$ cat config.mk
export PLATFORM = sky130hd
export DESIGN_NAME = mem_arbiter_cache
export DESIGN_NICKNAME = d
export VERILOG_FILES = /design/src/rtl/mem_arb_pkg.sv /design/src/rtl/mem_arb_burst_cnt.sv /design/src/rtl/mem_arbiter_cache.sv
export SDC_FILE = /design/constraint.sdc
export NUM_CORES = 1
export LEC_CHECK = 0
export ABC_AREA = 0
export CORE_ASPECT_RATIO = 0.6
export CORE_MARGIN = 8
export CORE_UTILIZATION = 28
export DETAILED_ROUTE_END_ITERATION = 8
export GPL_TIMING_DRIVEN = 0
export PLACE_DENSITY_LB_ADDON = 0.1
export SLEW_MARGIN = 20
export SYNTH_ARGS = -nofsm -noshare
export SYNTH_HDL_FRONTEND = slang
export SYNTH_SLANG_ARGS = --single-unit
$ cat constraint.sdc
create_clock -name clk -period 1.7 [get_ports clk]
set_clock_uncertainty 0.05 [all_clocks]
set_input_delay 0.425 -clock clk [delete_from_list [all_inputs] [get_ports clk]]
set_output_delay 0.425 -clock clk [all_outputs]
set_load 0.1 [all_outputs]
$ cat src/rtl/mem_arb_pkg.sv
// Shared types and helpers for the I/D-cache memory-port arbiter.
package mem_arb_pkg;

   typedef enum logic [1:0] {ARB_IDLE, ARB_XFER, ARB_DONE} arb_state_t;
   typedef enum logic [1:0] {OWN_NONE, OWN_I, OWN_D} arb_owner_t;

   // Byte-offset width of one line: LINE_WORDS beats of DATA_W/8 bytes each.
   function automatic int offset_bits(input int line_words, input int data_w);
      return $clog2(line_words * data_w / 8);
   endfunction

   localparam int OFFSET_W = offset_bits(4, 32);

endpackage

$ cat src/rtl/mem_arb_burst_cnt.sv
// Beat counter, last-beat flag and beat address generator for one line burst.
module mem_arb_burst_cnt
   import mem_arb_pkg::*;
#(
   parameter int ADDR_W     = 32,
   parameter int DATA_W     = 32,
   parameter int LINE_WORDS = 4,
   parameter int OFF_W      = OFFSET_W
)(
   input  logic              clk,
   input  logic              reset,
   input  logic              load,
   input  logic [ADDR_W-1:0] base,
   input  logic              inc,
   output logic              last,
   output logic [ADDR_W-1:0] addr
);

   localparam int BEAT_W = $clog2(LINE_WORDS);
   localparam int STEP_W = $clog2(DATA_W / 8);
   localparam logic [ADDR_W-1:0] LINE_MASK = {ADDR_W{1'b1}} << OFF_W;

   logic [ADDR_W-1:0] base_reg;
   logic [BEAT_W-1:0] beat_reg;

   // Base is line-aligned, so the beat offset never carries into it.
   always_ff @(posedge clk or negedge reset) begin
      if (!reset) begin
         base_reg <= '0;
         beat_reg <= '0;
      end else if (load) begin
         base_reg <= base & LINE_MASK;
         beat_reg <= '0;
      end else if (inc) begin
         beat_reg <= beat_reg + 1'b1;
      end
   end

   assign last = (beat_reg == BEAT_W'(LINE_WORDS - 1));
   assign addr = base_reg + (ADDR_W'(beat_reg) << STEP_W);

endmodule

$ cat src/rtl/mem_arbiter_cache.sv
// Grants the main-memory port to the I- or D-cache one line burst at a time.
// Optional ARB_ROUND_ROBIN_EN: simultaneous requests alternate instead of D-over-I.
module mem_arbiter_cache
   import mem_arb_pkg::*;
#(
   parameter int ADDR_W     = 32,
   parameter int DATA_W     = 32,
   parameter int LINE_WORDS = 4
)(
   input  logic              clk,
   input  logic              reset,
   input  logic              ic_req,
   input  logic [ADDR_W-1:0] ic_addr,
   output logic              ic_gnt,
   output logic              ic_rvalid,
   output logic [DATA_W-1:0] ic_rdata,
   output logic              ic_done,
   input  logic              dc_req,
   input  logic              dc_we,
   input  logic [ADDR_W-1:0] dc_addr,
   input  logic [DATA_W-1:0] dc_wdata,
   output logic              dc_wnext,
   output logic              dc_gnt,
   output logic              dc_rvalid,
   output logic [DATA_W-1:0] dc_rdata,
   output logic              dc_done,
   output logic              mem_req,
   output logic              mem_we,
   output logic [ADDR_W-1:0] mem_addr,
   output logic [DATA_W-1:0] mem_wdata,
   input  logic              mem_ready,
   input  logic [DATA_W-1:0] mem_rdata,
   output logic              arb_busy
);

   localparam int OFF_W = offset_bits(LINE_WORDS, DATA_W);

   arb_state_t        state;
   arb_owner_t        owner;
   logic              we_reg;
   logic              done_i_reg;
   logic              done_d_reg;
   logic              pick_d;
   logic              load;
   logic              inc;
   logic              last;
   logic              xfer;
   logic [ADDR_W-1:0] beat_addr;

`ifdef ARB_ROUND_ROBIN_EN
   arb_owner_t last_owner;
   assign pick_d = dc_req & (~ic_req | (last_owner == OWN_I));
`else
   assign pick_d = dc_req;
`endif

   assign load = (state == ARB_IDLE) & (ic_req | dc_req);
   assign inc  = (state == ARB_XFER) & mem_ready;

   mem_arb_burst_cnt #(
      .ADDR_W     (ADDR_W),
      .DATA_W     (DATA_W),
      .LINE_WORDS (LINE_WORDS),
      .OFF_W      (OFF_W)
   ) u_burst_cnt (
      .clk   (clk),
      .reset (reset),
      .load  (load),
      .base  (pick_d ? dc_addr : ic_addr),
      .inc   (inc),
      .last  (last),
      .addr  (beat_addr)
   );

   always_ff @(posedge clk or negedge reset) begin
      if (!reset) begin
         state      <= ARB_IDLE;
         owner      <= OWN_NONE;
         we_reg     <= 1'b0;
         done_i_reg <= 1'b0;
         done_d_reg <= 1'b0;
`ifdef ARB_ROUND_ROBIN_EN
         last_owner <= OWN_I;
`endif
      end else begin
         case (state)
            ARB_IDLE: begin
               if (ic_req | dc_req) begin
                  state  <= ARB_XFER;
                  owner  <= pick_d ? OWN_D : OWN_I;
                  we_reg <= pick_d & dc_we;
               end
            end
            ARB_XFER: begin
               if (mem_ready && last) begin
                  state      <= ARB_DONE;
                  done_i_reg <= (owner == OWN_I);
                  done_d_reg <= (owner == OWN_D);
`ifdef ARB_ROUND_ROBIN_EN
                  last_owner <= owner;
`endif
               end
            end
            ARB_DONE: begin
               state      <= ARB_IDLE;
               owner      <= OWN_NONE;
               we_reg     <= 1'b0;
               done_i_reg <= 1'b0;
               done_d_reg <= 1'b0;
            end
            default: state <= ARB_IDLE;
         endcase
      end
   end

   assign xfer      = (state == ARB_XFER);
   assign ic_gnt    = xfer & (owner == OWN_I);
   assign dc_gnt    = xfer & (owner == OWN_D);
   assign mem_req   = xfer;
   assign mem_we    = dc_gnt & we_reg;
   assign mem_addr  = xfer ? beat_addr : '0;
   assign mem_wdata = mem_we ? dc_wdata : '0;
   assign ic_rvalid = ic_gnt & mem_ready;
   assign dc_rvalid = dc_gnt & ~we_reg & mem_ready;
   assign dc_wnext  = dc_gnt & we_reg & mem_ready;
   assign ic_rdata  = ic_rvalid ? mem_rdata : '0;
   assign dc_rdata  = dc_rvalid ? mem_rdata : '0;
   assign ic_done   = done_i_reg;
   assign dc_done   = done_d_reg;
   assign arb_busy  = (state != ARB_IDLE);

endmodule
## Yosys cells after proc, flatten, opt, wreduce, memory -nomap -nowiden

Index checks and enable logic that the tools add are counted.
W data, S select, Z words.

- Register bits: 37
- Bits in latches: 0
- Memory bits (writable): 0
- Bits in read-only memories: 0
- Input port bits: 134
- Output and inout port bits: 138
- Logic and storage cells: 56
- Memories: 0

- $add $sub $neg: 2
- Multipliers: 0
- Divide/modulo/power cells: 0
- Magnitude comparators: 0
- Equality and inequality tests: 7
- Shift operators: 0
- Muxes and demuxes: 19
- Bitwise gates (word level): 12
- Reduce and logical (&&, ||, !) cells: 9

Operator list:

| cell | number |
|---|---|
| $mux W32 | 5 |
| $add A32 B4 Y32 | 1 |
| $mux W2 | 6 |
| $and A1 B1 Y1 | 10 |
| $pmux W2 S2 | 2 |
| $reduce_bool A2 Y1 | 4 |
| $eq A2 B2 Y1 const B | 3 |
| $pmux W1 S2 | 3 |
| $reduce_and A2 Y1 | 3 |
| $eq A2 B1 Y1 const B | 2 |
| $ne A2 B1 Y1 const B | 2 |
| $mux W1 | 3 |
| $add A2 B1 Y2 const B | 1 |
| $logic_not A2 Y1 | 1 |
| $logic_and A1 B1 Y1 | 1 |
| $not A1 Y1 | 1 |
| $or A1 B1 Y1 | 1 |

## Longest topological paths before layout

Gate-level depths: netlist (run 1).

- Word-level depth: 5
- Depth in mapped cells: 5
- Mapped depth without buffers: 4

## Cells and area by module

A second synthesis (run 1) with hierarchy kept.

- Cells, all modules: 296
- Area, all modules: 2981.6 µm²

By module, submodules not included:

| module | times used | cells an instance | area each (µm²) | seq. area each (µm²) |
|---|---|---|---|---|
| mem_arbiter_cache | 1 | 227 | 1719.1 | 175.2 |
| mem_arb_burst_cnt | 1 | 69 | 1262.5 | 750.7 |

## Least setup slack after synthesis (run 1)

Ideal clock, no wire load.

- Kind: register to output
- From: register state[1]
- To: output mem_addr[23]
- Arrival time: 2.575 ns
- Data required time: 1.225 ns
- Path slack: -1.350 ns
- Cell stages (with the launch flop): 5
- Path buffers: 1
- Cell sequence: dfrtp_1 -> nand2b_4 -> inv_2 -> clkbuf_1 -> and2_1

- Longest elaborated chain between the ends: 2

Ends and longest elaborated chain:

| what | RTL line | source |
|---|---|---|
| start, declared | mem_arbiter_cache.sv:38 | `arb_state_t state;` |
| start signal, assigned | mem_arbiter_cache.sv:77 | `state <= ARB_IDLE;` |
| start signal, assigned | mem_arbiter_cache.sv:89 | `state <= ARB_XFER;` |
| start signal, assigned | mem_arbiter_cache.sv:96 | `state <= ARB_DONE;` |
| $eq A2 B1 Y1 | mem_arbiter_cache.sv:116 | `assign xfer = (state == ARB_XFER);` |
| named net mem_req | mem_arbiter_cache.sv:27 | `output logic mem_req,` |
| $mux W32 | mem_arbiter_cache.sv:121 | `assign mem_addr = xfer ? beat_addr : '0;` |
| end, declared | mem_arbiter_cache.sv:29 | `output logic [ADDR_W-1:0] mem_addr,` |

The timed path passes the listed nets, and every way through them passes these cells.

## Final worst setup path (run 1)

- From: register state[0]
- To: output dc_rdata[10]

- Longest elaborated chain between the ends: 5

Ends and longest elaborated chain:

| what | RTL line | source |
|---|---|---|
| $eq A2 B1 Y1 | mem_arbiter_cache.sv:116 |  |
| $and A1 B1 Y1 | mem_arbiter_cache.sv:118 | `assign dc_gnt = xfer & (owner == OWN_D);` |
| $and A1 B1 Y1 (2 in a row) | mem_arbiter_cache.sv:124 | `assign dc_rvalid = dc_gnt & ~we_reg & mem_ready;` |
| $mux W32 | mem_arbiter_cache.sv:127 | `assign dc_rdata = dc_rvalid ? mem_rdata : '0;` |
| end, declared | mem_arbiter_cache.sv:25 | `output logic [DATA_W-1:0] dc_rdata,` |

No other way between the ends.

==> results.cfg, run 1 <==
[global_routing]
grt_overflow_total = 0
grt_pass1_vias = 3647
grt_max_degree = 31
antenna_found_initial = 0
grt_usage_pct = 19.6
grt_pass1_wl_mm = 21.5

[synth]
synth_most_common_cell = and2_1
syn_area_per_cell_um2 = 10.1
yosys.area.top_type = dfrtp_1
netlist_instances = 287
synth-edff-count = 0
ys_ff_latch = 37
synth_top_area_share_pct = 32.0
ys_warn_count = 0
ys.flop_type = dfrtp_1
synthArstFlopShare_pct = 100
synth.top_cells.by_count = and2_1, dfrtp_1, mux2_2, mux2_4, buf_2
yosysUniqueCellTypes = 32
yosysSeqAreaShare_pct = 32.0
synth_area_um2 = 2900
ys_top_cells_by_area = dfrtp_1, and2_1, mux2_4

[drt]
drt_iter0_drc = 112
post_drt_via_cell_ratio = 4.48
drt-total-wl_mm = 15.5
postRouteAntennaNets = 0
num_vias = 3273
drt-pass1-iter-count = 4
avgRoutedWirePerCell_um = 21.2
drc = 0

[cells_and_area]
nets = 730
drive_gt1_share_pct = 67.4
final_cells = 731
largest_reg_flops = 28
register_area_um2 = 927
fin_area_um2 = 8230
areaGrowthSynthToFinish_pct = 184
multi_input_area_um2 = 2160
fillers = 518
num_antenna_cells = 0

[clocking]
htreeDepth = 2
cts_tree = done
cts_buffer_depth = 2
clk_pin_slew_worst_paths_ps = 60
cts_sinks = 37
root_buffer = clkbuf_16
clock_latency_ps = 290
cts_made_buffers = 5

[place]
numPortBuffers = 260
dp_hpwl_mm = 10.3
gp_congestion = 0.714
dp.cells = 684
postPlaceCellArea_um2 = 6040

[floorplanning]
initial_core_util_pct = 29.1
die_y_um = 94.8
row_count = 28
die_w_um = 147
fp.coreArea_um2 = 9950
ios = 272
dieArea_um2 = 14000

[status]
violations = negative setup slack
run_status = finished, violations left

[worst_setup_path]
timing.rr.end = u_burst_cnt.base_reg[26]
r2r-start = state[0]
crit_type = flip-flop to primary output
crit_chain = buf_6 -> nand3b_4 -> nor3_4 -> buf_12 -> buf_8 -> and2_4 -> buf_12
cp_slowest_cell = dfrtp_1
end_kind = primary output
reg2regPathDepth = 7
cp.arrival_ps = 1730
cp.required_ps = 1220
path_common_cell = buf_12
cp-start-kind = flip-flop
rrSetupSlack_ps = -100
crit_fanout = 8
slowest_delay_ps = 370

[min_path]
timing.hold.worst.class = flip-flop to flip-flop
whs_path_depth = 1
hp-start = u_burst_cnt.base_reg[17]
whs_endpoint = u_burst_cnt.base_reg[17]

[job]
drv_cap = 0

[timing]
fmax_ghz = 0.454
hold_ws_ps = 438
drv_slew = 0
rsz0062_at_grt = yes
period_minus_slack_ps = 2200
final-setup-viol-count = 161
period_share_pct = 130
setup_slack_ps = -502
hold_viol = 0

[power_and_ir_drop]
ir_drop_mv = 1.75
p_leak_nw = 3.60
pwr_density_cell_nw_per_um2 = 2030
metrics by stage:
step	TNS [ps]	setup WS (ps)	power (mW)	util [%]
after floorplan	-26020	-316	9.90	-
after global placement	-223770	-1870	12.1	60.5
after detailed placement	-199210	-1880	12.1	60.7
after CTS	-54540	-492	15.9	78.7
after global routing	-66700	-550	17.2	82.7
final	-59730	-502	16.7	82.7
layer usage:
metal  share of wire (%)  wire length (um)  global-route usage, %
met3                 5.7               884                   5.87
met4                 1.6               252                   3.46
met1                  37              5730                   21.6
met2                  56              8610                   37.3
met5                   0                 0                      0
cell usage in the layout, fill, tap and decap left out, types with 2 or more instances in the layout:
cell / netlist / layout
nor2_4: 1 / 4
buf_6: 6 / 15
mux2_2: 28 / 28
nand2b_4: 1 / 3
nand3_1: 7 / 7
buf_12: 0 / 144
nor3_4: 2 / 2
dfrtp_1: 37 / 36
buf_4: 3 / 17
buf_8: 0 / 8
bufinv_16: 0 / 2
nor2_1: 6 / 4
mux2_4: 27 / 27
nand2_1: 7 / 7
o21ai_0: 2 / 2
conb_1: 1 / 2
buf_2: 10 / 7
clkdlybuf4s50_1: 0 / 122
or3_1: 2 / 2
clkbuf_16: 0 / 12
and2_4: 0 / 126
final cells by class:
cell class,instances,area share [%]
buffer,22,3.65
clock buffer,5,1.52
clock inverter,3,0.791
inverter,3,0.289
multi-input combinational,226,26.3
sequential,37,11.3
tap,135,2.05
timing repair buffer,300,54.1
worst max-delay path, delay by kind of cell (launching register included):
| kind | cells | cell delay, ps |
|---|---|---|
| buffers and inverters | 4 | 610 |
| DFF | 1 | 370 |
| and+or+nand+nor | 3 | 450 |
cells by family (layout without fill, tap and decap cells):
logic type | after synthesis | in the layout | synth area share, %
flops | 37 | 37 | 32.0
other cells | 1 | 2 | 0.129
compound gates | 6 | 6 | 1.60
fa+ha+maj | 1 | 1 | 0.432
buf+inv | 25 | 333 | 5.61
mux | 56 | 56 | 25.3
xor+xnor | 1 | 1 | 0.302
simple gates | 160 | 160 | 34.7
power by group:
group | internal [mW] | switching (mW)
combinational | 5.83 | 8.04
sequential | 1.32 | 0.299
clock | 0.838 | 0.372
worst max path at each step:
stage / from / slack [ps] / cells past startpoint / to
5_1_grt: owner[0] / -550 / 6 / mem_wdata[12]
4_1_cts: state[1] / -490 / 6 / dc_rdata[0]
3_5_place_dp: mem_ready / -1880 / 6 / dc_rdata[0]
6_report: state[0] / -500 / 7 / dc_rdata[10]
3_3_place_gp: mem_ready / -1870 / 6 / dc_rdata[0]
2_1_floorplan: state[1] / -320 / 4 / dc_rdata[15]
what timing repair did:
| action | 4_1_cts | 5_1_grt |
|---|---|---|
| setup buffers | 15 | 15 |
| pin swaps | 17 | 24 |
| hold buffers | 1 | 0 |
| resized for setup | 1279 | 34 |
| endpoints found under the setup margin | 136 | 161 |
| endpoints found under the hold margin | 7 | 0 |
| cloned | 1 | 9 |
No activity file was read; power rests on OpenSTA's default activity.
==> inputs of run 2 (changes only) <==
==> constraint.sdc (replaced) <==
create_clock -name clk -period 1.7 [get_ports clk]
set_clock_uncertainty 0.05 [all_clocks]
set_input_delay 0.425 -clock clk [delete_from_list [all_inputs] [get_ports clk]]
set_output_delay 0.425 -clock clk [all_outputs]
set_load 0.05 [all_outputs]
==> run 2 against run 1 <==
The run still ends with negative setup slack left. Design area decreased by 9.7%. Power decreased by 25%. Global-route usage decreased by 0.74 points. Highest routed layer unchanged.
==> results.cfg, run 2 (synthesis results as in run 1) <==
[global_routing]
grt_usage_pct = 18.8
grt_max_degree = 30
antenna_found_initial = 0
grt_pass1_vias = 3606
grt_pass1_wl_mm = 20.6
grt_overflow_total = 0

[place]
dp_hpwl_mm = 10.5
gp_congestion = 0.750
dpl_worst_slack_ps = -1610
numPortBuffers = 260
postPlaceCellArea_um2 = 6010

[drt]
avgRoutedWirePerCell_um = 19.4
wl_met1_mm = 5.67
postRouteAntennaNets = 0
routed.top_layer = met4
met3WireLength_um = 971
drt-pass1-iter-count = 4
drt-total-wl_mm = 14.2
num_vias = 3194
drt_iter0_drc = 108
post_drt_via_cell_ratio = 4.35
drc = 0
wl_met2_mm = 7.52

[worst_setup_path]
cp.required_ps = 1220
crit_type = flip-flop to primary output
rrSetupSlack_ps = -210
end_kind = primary output
crit_fanout = 10
cp-start-kind = flip-flop
cp.arrival_ps = 1730

[cells_and_area]
areaGrowthSynthToFinish_pct = 156
layout_common_cells = clkdlybuf4s50_1, and2_4, buf_8
nets = 733
final_common_cell = clkdlybuf4s50_1
largest_reg_flops = 28
drive_gt1_share_pct = 68.1
num_antenna_cells = 0
fin_area_um2 = 7430
fin_util_pct = 74.6

[floorplanning]
dieArea_um2 = 14000
die_w_um = 147
fp.coreArea_um2 = 9950
row_count = 28
die_y_um = 94.8
initial_core_util_pct = 29.1
ios = 272

[timing]
tns_ps = -59290
period_minus_slack_ps = 2200
final-setup-viol-count = 165
period_share_pct = 129
setup_slack_ps = -500
hold_viol = 0
drv_slew = 0
rsz0062_at_grt = yes
fmax_ghz = 0.454

[clocking]
clock_latency_ps = 280
cts_sinks = 37
clk_pin_slew_worst_paths_ps = 60
cts_tree = done
root_buffer = clkbuf_16
cts_buffer_depth = 2
htreeDepth = 2
cts_made_buffers = 5

[job]
drv_cap = 0

[status]
violations = negative setup slack
run_status = finished, violations left

[power_and_ir_drop]
ir_drop_mv = 1.21
p_leak_nw = 3.40
pwr_density_cell_nw_per_um2 = 1680

[min_path]
timing.hold.worst.class = flip-flop to flip-flop
run 2: changes by cell type in the layout (fill, tap and decap cells not counted), moves of 3 or more:
cell and change:
buf_12 -135, buf_6 +44, and2_4 -7, clkbuf_16 -3
buf_8 +98, and2_2 +7
run 2: area by class of cell:
type,count,area (um^2)
clock inverters,3,65.1
repair buffers,305,3710
plain buffers,20,251
clock buffers,5,125
fillers,671,2520
multi-input cells,226,2160
inverters,3,23.8
well taps,135,169
flip-flops and latches,37,927
run 2: final timing paths:
kind / end / cells after the start / from
worst max-delay path: dc_rdata[0] / 7 / state[1]
worst min-delay path: u_burst_cnt.base_reg[17] / 1 / u_burst_cnt.base_reg[17]
worst max register to register: u_burst_cnt.base_reg[20] / 8 / state[0]
worst min register to register: u_burst_cnt.base_reg[17] / 1 / u_burst_cnt.base_reg[17]
max in group asynchronous: state[1] / 3 / reset
min in group asynchronous: u_burst_cnt.base_reg[8] / 2 / reset
run 2: stage by stage:
| stage | cells | power (mW) | hold slack [ps] |
|---|---|---|---|
| after floorplan | 288 | 6.63 | 79.4 |
| after CTS | 719 | 11.9 | 433 |
| after global placement | 683 | 8.84 | 414 |
| after global routing | 734 | 13.0 | 461 |
| after detailed placement | 684 | 8.91 | 250 |
| final | 734 | 12.5 | 439 |
run 2: layer usage:
layer,GRT usage [%],vias up
met3,6.35,7
met1,21.2,1508
met2,34.7,131
li1,-,1548
met4,3.21,0
met5,0,-
run 2: power by group:
| part | internal, mW | switching, mW |
|---|---|---|
| logic | 4.81 | 4.88 |
| clock network | 0.838 | 0.371 |
| registers | 1.32 | 0.282 |
| total | 6.96 | 5.53 |
run 2: what timing repair did:
action | CTS | global route
gates resized for setup | 1097 | 36
hold buffers | 1 | 0
endpoints found under the hold margin | 8 | 0
buffers inserted | 20 | 14
cloned | 7 | 3
endpoints found under the setup margin | 136 | 162
pin swaps | 16 | 14
run 2: worst max-delay path: stages (launching register included):
cell and delay, ps:
dfrtp_2 430, nand3b_4 210, nor3_4 140, buf_6 150, buf_6 110, buf_8 120
and2_4 150, buf_8 140
==> inputs of run 3 (changes only) <==
--- a/config.mk
+++ b/config.mk
@@ -12,6 +12,7 @@
 export DETAILED_ROUTE_END_ITERATION = 8
 export GPL_TIMING_DRIVEN = 0
 export PLACE_DENSITY_LB_ADDON = 0.1
+export SKIP_CTS_REPAIR_TIMING = 1
 export SLEW_MARGIN = 20
 export SYNTH_ARGS = -nofsm -noshare
 export SYNTH_HDL_FRONTEND = slang
==> run 3 against run 2 <==
Critical path type unchanged. Wire length shrank 8.0%. Register-to-register slack improved by 170 ps. Clock-buffer cell count is the same. The flow still finishes with violations (negative setup slack). Final cell count down 3.0%. Non-clock buffer count is 22 lower. Sequential power about the same. Maximum frequency rose by 3.1%. Critical path depth is 1 lower. Worst hold slack got worse by 9.9 ps. First-iteration DRC count down 25%. Highest routed layer unchanged.
==> results.cfg, run 3 (synthesis results as in run 1) <==
[drt]
post_drt_via_cell_ratio = 4.35
drt-pass1-iter-count = 4
postRouteAntennaNets = 0
drt-total-wl_mm = 13.1
avgRoutedWirePerCell_um = 18.4
drc = 0
num_vias = 3099
drt_iter0_drc = 81

[floorplanning]
die_y_um = 94.8
ios = 272
dieArea_um2 = 14000
fp.coreArea_um2 = 9950
initial_core_util_pct = 29.1
die_w_um = 147
row_count = 28

[worst_setup_path]
cp-start-kind = flip-flop
r2r-start = state[0]
end_kind = primary output
crit_type = flip-flop to primary output
reg2regPathDepth = 7
cp.arrival_ps = 1660
cp.required_ps = 1220
timing.rr.end = u_burst_cnt.base_reg[9]
rrSetupSlack_ps = -40
crit_fanout = 10

[status]
run_status = finished, violations left
violations = negative setup slack

[clocking]
cts_sinks = 37
clk_pin_slew_worst_paths_ps = 60
cts_buffer_depth = 2
htreeDepth = 2
cts_made_buffers = 5
clock_latency_ps = 280
cts_tree = done
root_buffer = clkbuf_16

[place]
dp_hpwl_mm = 10.5
postPlaceCellArea_um2 = 6010
numPortBuffers = 260
gp_congestion = 0.750
dp.cells = 684

[power_and_ir_drop]
clockPowerShare_pct = 10.9
swShare_pct = 46.6
ir_drop_mv = 1.03
p_sw_mw = 5.14
p_leak_nw = 3.21
power_frac_seq_pct = 14.2
pwr_density_cell_nw_per_um2 = 1580
p_int_mw = 5.90
comb_power_share_pct = 74.9

[timing]
drv_slew = 0
final-setup-viol-count = 161
setup_slack_ps = -434
rsz0062_at_grt = yes
tns_ps = -48120
hold_ws_ps = 429
fmax_ghz = 0.469
period_minus_slack_ps = 2130
relSlewSlack_pct = 61.3
worst_slew_pin_slew_ps = 579
hold_viol = 0
period_share_pct = 126

[job]
drv_cap = 0

[cells_and_area]
final_cells = 712
layout_common_cells = clkdlybuf4s50_1, buf_8, and2_4
final_common_cell = clkdlybuf4s50_1
fin_area_um2 = 6990
num_antenna_cells = 0
largest_reg_flops = 28
drive_gt1_share_pct = 65.9
areaGrowthSynthToFinish_pct = 141
nets = 711

[global_routing]
grt_pass1_vias = 3319
grt_overflow_total = 0
grt_usage_pct = 16.9
grt_max_degree = 30
grt_pass1_wl_mm = 18.7
antenna_found_initial = 0

[min_path]
whs_endpoint = u_burst_cnt.base_reg[17]
whs_path_depth = 1
timing.hold.worst.class = flip-flop to flip-flop
hp-start = u_burst_cnt.base_reg[17]
[run 3: cell count changes in the layout (fill, tap and decap cells not counted), moves of 2 or more]
cell and delta:
buf_12 -6, clkbuf_16 -3, buf_4 +8, clkdlybuf4s15_2 -2
and2_4 -21, and2_1 +2, and2_2 +19, buf_6 -21
dlymetal6s2s_1 +2
[run 3: layout make-up]
class                   count  area [um^2]
repair buffers            281         3330
fillers                   735         2960
multi-input cells         226         2130
flip-flops and latches     37          927
plain buffers              22          244
well taps                 135          169
clock buffers               5          125
clock inverters             3         65.1
inverters                   3         11.3
[run 3: worst max-delay path by stage]
stage	start	end	slack (ps)	depth (start not counted)
final	state[1]	mem_wdata[10]	-430	6
after global routing	state[1]	mem_wdata[22]	-500	6
after CTS	mem_ready	dc_rdata[18]	-1620	6
after detailed placement	mem_ready	dc_rdata[18]	-1610	6
after global placement	mem_ready	dc_rdata[0]	-1570	6
after floorplan	state[1]	dc_rdata[15]	-180	4
[run 3: metrics by stage]
step           worst slack [ps]  util [%]  power [mW]
6_report                   -434      70.3        11.0
5_1_grt                    -498      70.3        11.5
4_1_cts                   -1620      62.3        10.2
3_5_place_dp              -1610      60.4        8.91
3_3_place_gp              -1570      60.2        8.84
2_1_floorplan              -182         -        6.63
[run 3: power groups by stage]
stage / clock [mW] / sequential (mW) / combinational (mW)
floorplan: 0 / 1.55 / 5.08
global placement: 0 / 1.54 / 7.30
detailed placement: 0 / 1.56 / 7.35
CTS: 1.23 / 1.56 / 7.38
global route: 1.27 / 1.63 / 8.64
finish: 1.20 / 1.57 / 8.27
[run 3: routing by layer]
| metal | part of all wire [%] | global-route usage, % | vias to the layer above |
|---|---|---|---|
| met2 | 52 | 30.0 | 126 |
| met1 | 40 | 19.5 | 1461 |
| li1 | - | - | 1506 |
| met5 | 0 | 0 | - |
| met4 | 0.50 | 3.21 | 0 |
| met3 | 7.3 | 6.30 | 6 |
[run 3: critical path: stages (launching register included)]
cell and delay, ps:
dfrtp_2 420, nand2b_4 180, nor3_4 220, buf_12 150, buf_8 120, and2_4 150, buf_8 140
